==> config.mk <==
export PLATFORM = sky130hd
export DESIGN_NAME = mem_arbiter_flat
export DESIGN_NICKNAME = d
export VERILOG_FILES = /design/src/rtl/mem_arbiter_if.sv /design/src/rtl/mem_arbiter.sv /design/src/flat_wrapper.sv
export SDC_FILE = /design/constraint.sdc
export NUM_CORES = 1
export LEC_CHECK = 0
export ABC_CLOCK_PERIOD_IN_PS = 4950
export BUFFER_PORTS_ARGS = -buffer_cell sky130_fd_sc_hd__buf_2
export CORE_MARGIN = 2
export CORE_UTILIZATION = 45
export DETAILED_ROUTE_END_ITERATION = 16
export PLACE_DENSITY = 0.73
export SYNTH_ARGS = -nofsm -noshare
export SYNTH_HDL_FRONTEND = slang
export SYNTH_SLANG_ARGS = --single-unit
export TNS_END_PERCENT = 1
==> constraint.sdc <==
create_clock -name clock -period 4.95 [get_ports clock]
set_clock_uncertainty 0.15 [all_clocks]
set_input_delay 0.99 -clock clock [delete_from_list [all_inputs] [get_ports clock]]
set_output_delay 0.99 -clock clock [all_outputs]
set_load 0.005 [all_outputs]
==> src/rtl/mem_arbiter_if.sv <==
// Request/response types and the bus-port interface shared by the arbiter and its neighbours.
// A requester drives req and receives rsp through the slave modport of the arbiter.
package mem_arbiter_pkg;

  localparam logic [1:0] m_mode = 2'b11;

  typedef struct packed {
    logic        mem_valid;
    logic        mem_instr;
    logic        mem_spec;
    logic        mem_fence;
    logic [1:0]  mem_mode;
    logic [31:0] mem_addr;
    logic [31:0] mem_wdata;
    logic [3:0]  mem_wstrb;
  } mem_in_type;

  typedef struct packed {
    logic [31:0] mem_rdata;
    logic        mem_error;
    logic        mem_ready;
  } mem_out_type;

endpackage

interface mem_port_if;
  import mem_arbiter_pkg::*;

  mem_in_type  req;
  mem_out_type rsp;

  modport master (output req, input rsp);
  modport slave  (input req, output rsp);
endinterface

==> src/rtl/mem_arbiter.sv <==
// mem_arbiter: one shared bus port for instruction fetch (imem) and data (dmem) requests.
// Define MEM_ARB_FAIRNESS_EN to stop a stream of data grants from starving a waiting fetch.
//
// state  | meaning
// idle   | no transaction on the bus; choose among pending requests
// busy_i | instruction request owns the bus, waiting for bus ready
// busy_d | data request owns the bus, waiting for bus ready
module mem_arbiter
  import mem_arbiter_pkg::*;
(
  input  logic       clock,
  input  logic       reset,
  mem_port_if.slave  imem,
  mem_port_if.slave  dmem,
  mem_port_if.master bus
);

`ifdef MEM_ARB_FAIRNESS_EN
  parameter int starve_limit = 4;
  localparam int cnt_w = $clog2(starve_limit + 1);

  logic [cnt_w-1:0] starve_cnt_q, starve_cnt_d;
`endif

  typedef enum logic [1:0] {
    idle   = 2'd0,
    busy_i = 2'd1,
    busy_d = 2'd2
  } state_t;

  state_t     state_q, state_d;
  logic       pend_i_q, pend_i_d;
  logic       pend_d_q, pend_d_d;
  mem_in_type slot_i_q, slot_i_d;
  mem_in_type slot_d_q, slot_d_d;
  mem_in_type grant_q, grant_d;
  logic       issue_q, issue_d;

  logic cap_i, cap_d;
  logic want_i, want_d;
  logic instr_first;

  always_ff @(posedge clock) begin
    if (reset) begin
      state_q  <= idle;
      pend_i_q <= 1'b0;
      pend_d_q <= 1'b0;
      slot_i_q <= '0;
      slot_d_q <= '0;
      grant_q  <= '0;
      issue_q  <= 1'b0;
`ifdef MEM_ARB_FAIRNESS_EN
      starve_cnt_q <= '0;
`endif
    end else begin
      state_q  <= state_d;
      pend_i_q <= pend_i_d;
      pend_d_q <= pend_d_d;
      slot_i_q <= slot_i_d;
      slot_d_q <= slot_d_d;
      grant_q  <= grant_d;
      issue_q  <= issue_d;
`ifdef MEM_ARB_FAIRNESS_EN
      starve_cnt_q <= starve_cnt_d;
`endif
    end
  end

  always_comb begin
    state_d     = state_q;
    pend_i_d    = pend_i_q;
    pend_d_d    = pend_d_q;
    slot_i_d    = slot_i_q;
    slot_d_d    = slot_d_q;
    grant_d     = grant_q;
    issue_d     = 1'b0;
    instr_first = 1'b0;

    // A level-held valid is only a new request when nothing from that port is queued or on the bus.
    cap_i = imem.req.mem_valid && !imem.req.mem_spec && !pend_i_q && (state_q != busy_i);
    cap_d = dmem.req.mem_valid && !pend_d_q && (state_q != busy_d);

    if (cap_i) begin
      pend_i_d = 1'b1;
      slot_i_d = imem.req;
    end
    if (imem.req.mem_spec) begin
      pend_i_d = 1'b0;
    end
    if (cap_d) begin
      pend_d_d = 1'b1;
      slot_d_d = dmem.req;
    end

    want_i = pend_i_d;
    want_d = pend_d_d;

`ifdef MEM_ARB_FAIRNESS_EN
    instr_first = want_i && (starve_cnt_q == cnt_w'(starve_limit));
`endif

    case (state_q)
      idle: begin
        if (want_i && (!want_d || instr_first)) begin
          state_d  = busy_i;
          grant_d  = slot_i_d;
          pend_i_d = 1'b0;
          issue_d  = 1'b1;
        end else if (want_d) begin
          state_d  = busy_d;
          grant_d  = slot_d_d;
          pend_d_d = 1'b0;
          issue_d  = 1'b1;
        end
      end
      busy_i, busy_d: begin
        if (bus.rsp.mem_ready) begin
          state_d = idle;
        end
      end
      default: state_d = idle;
    endcase

`ifdef MEM_ARB_FAIRNESS_EN
    starve_cnt_d = starve_cnt_q;
    if (!want_i || (state_q == idle && state_d == busy_i)) begin
      starve_cnt_d = '0;
    end else if (state_q == idle && state_d == busy_d) begin
      starve_cnt_d = starve_cnt_q + cnt_w'(1);
    end
`endif
  end

  // Bus fields stay on the granted request for the whole busy phase; valid pulses once.
  always_comb begin
    bus.req          = '0;
    bus.req.mem_mode = m_mode;
    imem.rsp         = '0;
    dmem.rsp         = '0;

    if (state_q != idle) begin
      bus.req           = grant_q;
      bus.req.mem_valid = issue_q;
    end

    if (bus.rsp.mem_ready) begin
      if (state_q == busy_i) imem.rsp = bus.rsp;
      if (state_q == busy_d) dmem.rsp = bus.rsp;
    end
  end

endmodule

==> src/flat_wrapper.sv <==
// flat-port wrapper written by rule: the top's interface ports become plain ports
module mem_arbiter_flat import mem_arbiter_pkg::*;
  (clock, reset, imem_req, imem_rsp, dmem_req, dmem_rsp, bus_req, bus_rsp);
  mem_port_if imem_i ();
  mem_port_if dmem_i ();
  mem_port_if bus_i ();
  input  logic clock;
  input  logic reset;
  input wire logic [$bits(imem_i.req)-1:0] imem_req;
  output wire logic [$bits(imem_i.rsp)-1:0] imem_rsp;
  input wire logic [$bits(dmem_i.req)-1:0] dmem_req;
  output wire logic [$bits(dmem_i.rsp)-1:0] dmem_rsp;
  output wire logic [$bits(bus_i.req)-1:0] bus_req;
  input wire logic [$bits(bus_i.rsp)-1:0] bus_rsp;
  assign imem_i.req = imem_req;
  assign imem_rsp = imem_i.rsp;
  assign dmem_i.req = dmem_req;
  assign dmem_rsp = dmem_i.rsp;
  assign bus_req = bus_i.req;
  assign bus_i.rsp = bus_rsp;
  mem_arbiter u_core (.clock(clock), .reset(reset), .imem(imem_i), .dmem(dmem_i), .bus(bus_i));
endmodule
**Yosys cells after proc, flatten, opt, wreduce, memory -nomap -nowiden**

Index checks and enable logic that the tools add are counted.

- Register bits after elaboration: 226
- Latch bits: 0
- Memory bits (writable): 0
- Memory bits (read-only): 0
- Output and inout port bits: 142
- Word-level logic and storage cells: 73
- Memories kept: 0

- Add/subtract/negate cells: 0
- $mul: 0
- Div/mod/pow operators: 0
- Order comparisons: 0
- Eq/ne operators: 6
- Shifts and indexed selects: 0
- Muxes and demuxes: 22
- Bitwise logic cells: 1
- Reductions and logical operators: 17

Operators with widths:

| cell | count |
|---|---|
| $mux W74 | 3 |
| $mux W73 | 2 |
| $mux W34 | 4 |
| $mux W1 | 9 |
| $logic_and A1 B1 Y1 | 6 |
| $mux W2 | 3 |
| $logic_not A1 Y1 | 4 |
| $ne A2 B2 Y1 const B | 2 |
| $pmux W2 S2 | 1 |
| $reduce_and A2 Y1 | 2 |
| $reduce_bool A2 Y1 | 2 |
| $reduce_or A2 Y1 | 2 |
| $ne A3 B1 Y1 const B | 1 |
| $eq A2 B1 Y1 const B | 1 |
| $eq A2 B2 Y1 const B | 1 |
| $logic_not A2 Y1 | 1 |
| $ne A2 B1 Y1 const B | 1 |
| $not A1 Y1 | 1 |

**Logic depth before layout (Yosys ltp)**

Gate-level depths: netlist of the first run.

- Depth in word-level cells: 9
- Mapped depth: 9
- Depth with buffers taken out: 6

**Worst setup path before layout of the first run**

Ideal clock, no wire load.

- Kind: in2out
- Start point: input port bus_rsp[0]
- End point: output port dmem_rsp[10]
- Arrival: 1.570 ns
- Setup slack: 2.240 ns
- Stages: 3
- Path buffers: 2
- Path through: clkbuf_1 > clkbuf_1 > and3_1

- Word-level cells in the longest chain between the ends: 1

Ends and longest elaborated chain:

| item | RTL line | RTL |
|---|---|---|
| start, declared | flat_wrapper.sv:14 | `input wire logic [$bits(bus_i.rsp)-1:0] bus_rsp;` |
| $mux W34 | mem_arbiter.sv:146 | `if (bus.rsp.mem_ready) begin` |
| end, declared | flat_wrapper.sv:12 | `output wire logic [$bits(dmem_i.rsp)-1:0] dmem_rsp;` |

No other way between the ends.

**Worst setup path in the final report of the first run**

- Start point: register u_core.state_q[0]
- End point: output port bus_req[69]

- Word-level cells in the longest chain between the ends: 2

Ends and longest elaborated chain:

| item | RTL line | RTL |
|---|---|---|
| start, declared | mem_arbiter.sv:31 | `state_t state_q, state_d;` |
| start signal, assigned | mem_arbiter.sv:45 | `state_q <= idle;` |
| start signal, assigned | mem_arbiter.sv:56 | `state_q <= state_d;` |
| $reduce_bool A2 Y1 | mem_arbiter.sv:141 | `if (state_q != idle) begin` |
| $mux W74 | mem_arbiter.sv:141 |  |
| end, declared | flat_wrapper.sv:13 | `output wire logic [$bits(bus_i.req)-1:0] bus_req;` |

No other way between the ends.

==> metrics.cfg, run 1 <==
[run_status]
status=complete, no violations

[placed_design]
post_dp_cell_area_um2=11000
numPortBuffers=325
gp_congestion=0.801
place_worst_setup_slack_ns=1.45
place.detailed.hpwl_um=18000

[grt]
grtUsageMet1=0.276
grt_max_degree=76
met3_usage=0.0725
grt_pass1_wl_um=41100
met2_usage=0.412
globalRouteTotalUtil=0.234
antenna_found_initial=8
overflow=0
busiest_layer=met2
grt_pass1_vias=7673

[logic_synthesis]
synth_cells=927
syn-num-nets=1114
syn_area_um2=9280
yosys_warnings=0
synth_edf_count=0
async_flop_share=0
ys_seq_area_frac=0.483
synth.distinct_cells=38
synth_most_common_cell=dfxtp_1
synth_top_cell_by_area=dfxtp_1
synth_area_per_cell_um2=10.0
synthTopCellsByArea=dfxtp_1, mux2i_1, nor2_1, o32ai_1, nor2b_1
synth_common_cells=dfxtp_1, nor2_1, mux2i_1, nor2b_1, and3_1
synth.top_cell.area_share=0.483
synth-main-ff-cell=dfxtp_1
postSynthRegisterBits=224

[pwr]
power_frac_clock=0.318
share_comb_of_total_power=0.273
p_per_area_nw_per_um2=454
p_sw_frac=0.315
vdd.ir_drop.worst_uv=291
finalPower_mw=5.31
seq_power_share=0.409
p_leak_nw=6.02
switchingPower_mw=1.67
power.internal_mw=3.64

[critical_path]
reg2reg_to=u_core.grant_q[1]
reg2reg_slack_ns=1.53
r2r_start=u_core.state_q[0]
end_kind=output port
crit_start=u_core.state_q[0]
critPathKind=reg2out
worst_ep_arrival_time_ns=2.32
cp_max_fo=66
endpoint=bus_req[69]
start_kind=register
cp.required_ns=3.81
rr_worst_depth=6

[clock_network]
h-tree-depth=1
cts.path.max_buffers=3
insertion_delay_ns=0.51
cts_sinks=224
numCtsBuffers=24
cts_hold_buffers=0
cts-root-buf=clkbuf_16
post_cts_buffers=0
cts.clk_slew.worst_paths_ns=0.06
cts.repair.resized=0
cts_tree=yes

[sta]
period_share=0.699
hold_violations=0
period_needed_ns=3.46
max_freq_ghz=0.289
tns_ns=0
relSlewSlack=0.330
setup_viol=0
fin_ws_ns=1.49
grt_setup_unrepaired=false
worstMarginPinSlew_ns=1.01
slew_viol_final=0

[detailed_routing]
avgRoutedWirePerCell_um=18.0
drc=0
drt_first_pass_iters=4
first_iter_violations=317
antenna_left=0
wirelength_um=27000
vias=7928
detail_route.vias_per_cell=5.30

[layout]
area_growth_syn_to_layout_pct=26.2
fin_area_um2=11700
nets=1395
drive_gt1_frac=0.316

[job]
cap_violations=0

[die]
coreArea_um2=20200
die_x_um=148
die_area_um2=21800
rows=52
start_util=0.458
die_height_um=148
io_pins=326

[hold_path]
hp-class=reg2reg

-- flip-flops by register name (all words and copies together) (netlist names) --
name and cells:
u_core.grant_q 73, u_core.slot_d_q 73, u_core.slot_i_q 73, u_core.state_q 2
u_core.issue_q 1, u_core.pend_d_q 1, u_core.pend_i_q 1
-- cells in the final DEF (no fill, tap or decap), types with 2 or more instances in the layout --
cell and count:
ha_1 2, buf_4 14, nor3b_1 2, clkinv_2 4, mux2_1 7, a221o_1 10
o22ai_1 2, clkbuf_1 6, o32ai_1 62, mux2_2 3, dfxtp_1 224, clkbuf_8 4
o21ai_0 2, a21o_1 61, and3_1 66, diode_2 4, and2_1 13, inv_1 5
or2_2 2, a21oi_1 7, nor2_1 146, mux2i_1 133, clkbuf_16 25, o211ai_1 2
nor2b_1 75, buf_2 324, nand2_1 5
-- per-layer routing --
layer / part of all wire / wire [um]
met5: 0.00078 / 21
met2: 0.49 / 13200
met1: 0.41 / 10900
met3: 0.086 / 2320
met4: 0.017 / 458
-- through the flow --
stage | std cells | hold WS [ns] | utilization
after floorplan | 927 | 0.268 | -
final | 1497 | 0.290 | 0.578
after CTS | 1493 | 0.294 | 0.578
after detailed placement | 1452 | 0.281 | 0.541
after global routing | 1497 | 0.305 | 0.578
after global placement | 1452 | 0.276 | 0.541
-- power by group through the flow --
stage          combinational, mW  clock (mW)  sequential (mW)
2_1_floorplan               1.02           0             2.17
3_3_place_gp                1.43           0             2.20
3_5_place_dp                1.46           0             2.21
4_1_cts                     1.46        1.72             2.17
5_1_grt                     1.58        1.80             2.20
6_report                    1.45        1.69             2.17
-- worst min-delay path by stage --
stage | start | endpoint | slack [ns] | depth (start not counted)
2_1_floorplan | u_core.grant_q[10] | u_core.grant_q[10] | 0.27 | 1
3_3_place_gp | u_core.grant_q[6] | u_core.grant_q[6] | 0.28 | 1
3_5_place_dp | u_core.grant_q[60] | u_core.grant_q[60] | 0.28 | 1
4_1_cts | u_core.grant_q[37] | u_core.grant_q[37] | 0.29 | 1
5_1_grt | u_core.grant_q[18] | u_core.grant_q[18] | 0.31 | 1
6_report | u_core.grant_q[37] | u_core.grant_q[37] | 0.29 | 1
-- cell type report --
| type | instances | area (um2) |
|---|---|---|
| fillers | 1783 | 8530 |
| flip-flops and latches | 224 | 4480 |
| multi-input cells | 614 | 4370 |
| repair buffers | 339 | 1750 |
| clock buffers | 35 | 703 |
| well taps | 270 | 338 |
| clock inverters | 6 | 36.3 |
| inverters | 5 | 18.8 |
| diodes | 4 | 10.0 |
-- critical path, stage by stage (launching register included) --
cell	delay, ns
dfxtp_1	0.31
inv_1	0.13
ha_4	0.31
buf_4	0.68
or2_2	0.26
buf_2	0.11
-- logic make-up after synthesis --
family | Yosys count | synth area share
DFF | 224 | 0.483
muxes | 143 | 0.156
adders and majority gates | 3 | 0.00405
buffers and inverters | 89 | 0.0505
AOI/OAI and AO/OA | 151 | 0.132
and+or+nand+nor | 317 | 0.175
Power figures use the tool's default switching activity.
==> run 2, diff against run 1 <==
ABC_AREA = 1   (was default)
ABC_CLOCK_PERIOD_IN_PS = 2800   (was 4950)
PLACE_DENSITY = 0.74   (was 0.73)
clock period = 2.8 ns   (was 4.95 ns; I/O delays follow)
==> run 2 against run 1 <==
Compared with the run above: first-iteration DRC count increased by 130%; count of clock-buffer cells in the layout increased by 5; power increased by 71%; critical path type unchanged.
==> metrics.cfg, run 2 <==
[pwr]
p_leak_nw=7.27  ; +21%
p_per_area_nw_per_um2=687  ; +51%
vdd.ir_drop.worst_uv=350  ; +20%

[logic_synthesis]
synth_area_per_cell_um2=6.42  ; -36%
synth_most_common_cell=nand2_1
synth.distinct_cells=21  ; -45%
synth_common_cells=nand2_1, dfxtp_1, nand3_1, a21oi_1, inv_1
ys_seq_area_frac=0.423  ; -0.0604
synth_edf_count=0  ; unchanged
postSynthRegisterBits=224  ; unchanged
synth_top_cell_by_area=dfxtp_1
synth.top_cell.area_share=0.423  ; -0.0604
syn_area_um2=10600  ; +14%
syn-num-nets=1839  ; +65%
synthTopCellsByArea=dfxtp_1, nand2_1, nand3_1, a21oi_1, inv_1
synth-main-ff-cell=dfxtp_1
async_flop_share=0  ; unchanged
yosys_warnings=0  ; unchanged
synth_cells=1652  ; +78%

[sta]
worst_hold_slack_ns=0.190  ; -0.0995 ns
max_freq_ghz=0.379
period_needed_ns=2.64
relSlewSlack=0.640  ; +0.311
hold_violations=0  ; unchanged
slew_viol_final=0  ; unchanged
tns_ns=0  ; unchanged
worstMarginPinSlew_ns=0.539  ; -0.466 ns
period_share=0.942
grt_setup_unrepaired=false
setup_viol=0  ; unchanged
fin_ws_ns=0.163  ; -1.33 ns

[critical_path]
end_kind=output port
cpPeakStageDelay_ns=0.36  ; -0.32 ns
cp.required_ns=2.09  ; -1.72 ns
cp_slowest_cell=dfxtp_1
cp_max_fo=34  ; -48%
start_kind=register
cp_cell_sequence=inv_1 > ha_1 > nand2_1 > buf_4 > nor2_1 > buf_2
worst_ep_arrival_time_ns=1.93  ; -0.39 ns
critPathKind=reg2out
rr_worst_depth=8  ; +2

[layout]
fillers=2358  ; +32%
final_cell_mix=nand2_1, buf_2, dfxtp_1
fin_area_um2=13200  ; +13%
top_regs=u_core.grant_q x73, u_core.slot_d_q x73, u_core.slot_i_q x73
area_growth_syn_to_layout_pct=24.6
drive_gt1_frac=0.208  ; -0.108
nets=2105  ; +51%
layout_commonest_cell=nand2_1

[die]
die_area_um2=24800  ; +14%
io_pins=326  ; unchanged
rows=56  ; +7.7%
die_x_um=157  ; +6.7%
start_util=0.456  ; -0.00276
die_height_um=157  ; +6.7%
coreArea_um2=23300  ; +15%

[clock_network]
h-tree-depth=1  ; unchanged
numCtsBuffers=24  ; unchanged
cts.path.max_buffers=3  ; unchanged
cts_tree=yes
cts_hold_buffers=0  ; unchanged
post_cts_buffers=0  ; unchanged
cts-root-buf=clkbuf_16
cts_sinks=224  ; unchanged
insertion_delay_ns=0.50  ; about the same
cts.repair.resized=0  ; unchanged
cts.clk_slew.worst_paths_ns=0.06  ; about the same

[detailed_routing]
first_iter_violations=742  ; +130%
wirelength_um=32300  ; +20%
detail_route.vias_per_cell=4.86  ; -8.2%
vias=10968  ; +38%
drt_first_pass_iters=5  ; +1
avgRoutedWirePerCell_um=14.3  ; -20%
antenna_left=0  ; unchanged
drc=0  ; unchanged

[hold_path]
hold_depth=3  ; +2
hp-class=in2reg

[grt]
overflow=0  ; unchanged
grt_pass1_vias=10122  ; +32%
grt_pass1_wl_um=50600  ; +23%
grt_max_degree=76  ; unchanged
globalRouteTotalUtil=0.252  ; +0.0179
antenna_found_initial=4  ; -4

[run_status]
status=complete, no violations

[placed_design]
gp_congestion=0.845  ; +5.5%
numPortBuffers=325  ; unchanged
place_worst_setup_slack_ns=0.578  ; -0.875 ns
post_dp_cell_area_um2=12400  ; +14%
place.detailed.hpwl_um=21500  ; +19%

[job]
cap_violations=0  ; unchanged

## run 2: kinds of logic (layout without fill, tap and decap cells)
group | after synthesis | after routing | share of synthesized area
buf+inv | 307 | 589 | 0.119
other cells | 0 | 2 | 0
simple gates | 896 | 896 | 0.348
flops | 224 | 224 | 0.423
fa+ha+maj | 3 | 3 | 0.00354
compound gates | 222 | 222 | 0.106
## run 2: final timing paths
path	slack [ns]	from	end
worst min register to register	0.30	u_core.slot_i_q[71]	u_core.slot_i_q[71]
worst min-delay path	0.19	dmem_req[32]	u_core.slot_d_q[32]
worst max register to register	0.55	u_core.state_q[0]	u_core.grant_q[63]
worst max-delay path	0.16	u_core.state_q[0]	dmem_rsp[28]
## run 2: where the power goes
part           switching [mW]  leakage, nW  total, mW  internal (mW)
sequential             0.0975         1.84       3.67           3.57
combinational            1.53         5.05       2.34          0.811
clock                    1.24        0.376       3.05           1.82
total                    2.87         7.27       9.07           6.20
## run 2: cell type report
| cell class | count | area (um2) | share of cell area |
|---|---|---|---|
| sequential | 224 | 4480 | 0.340 |
| timing repair buffer | 355 | 1950 | 0.147 |
| tap | 319 | 399 | 0.0302 |
| multi-input combinational | 1121 | 4890 | 0.370 |
| antenna | 2 | 5.00 | 0.000379 |
| clock inverter | 2 | 10.0 | 0.000758 |
| inverter | 192 | 721 | 0.0546 |
| clock buffer | 40 | 752 | 0.0569 |
## run 2: layer usage
| metal | track usage | vias up | wire length [um] |
|---|---|---|---|
| li1 | - | 5674 | - |
| met1 | 0.335 | 4950 | 14400 |
| met2 | 0.429 | 276 | 15400 |
| met3 | 0.0361 | 62 | 1640 |
| met4 | 0.0645 | 6 | 813 |
| met5 | 0 | - | 32 |
## run 2: critical path: cells and delay by family (launching register included)
| kind | cells | cell delay [ns] |
|---|---|---|
| and+or+nand+nor | 2 | 0.22 |
| buffers and inverters | 3 | 0.57 |
| adders and majority gates | 1 | 0.27 |
| DFF | 1 | 0.36 |
## run 2: stage by stage
stage,power (mW),cells,utilization
floorplan,5.31,1652,-
global placement,6.02,2211,0.535
CTS,9.13,2253,0.568
detailed placement,6.08,2211,0.535
global route,9.59,2254,0.568
finish,9.07,2255,0.568
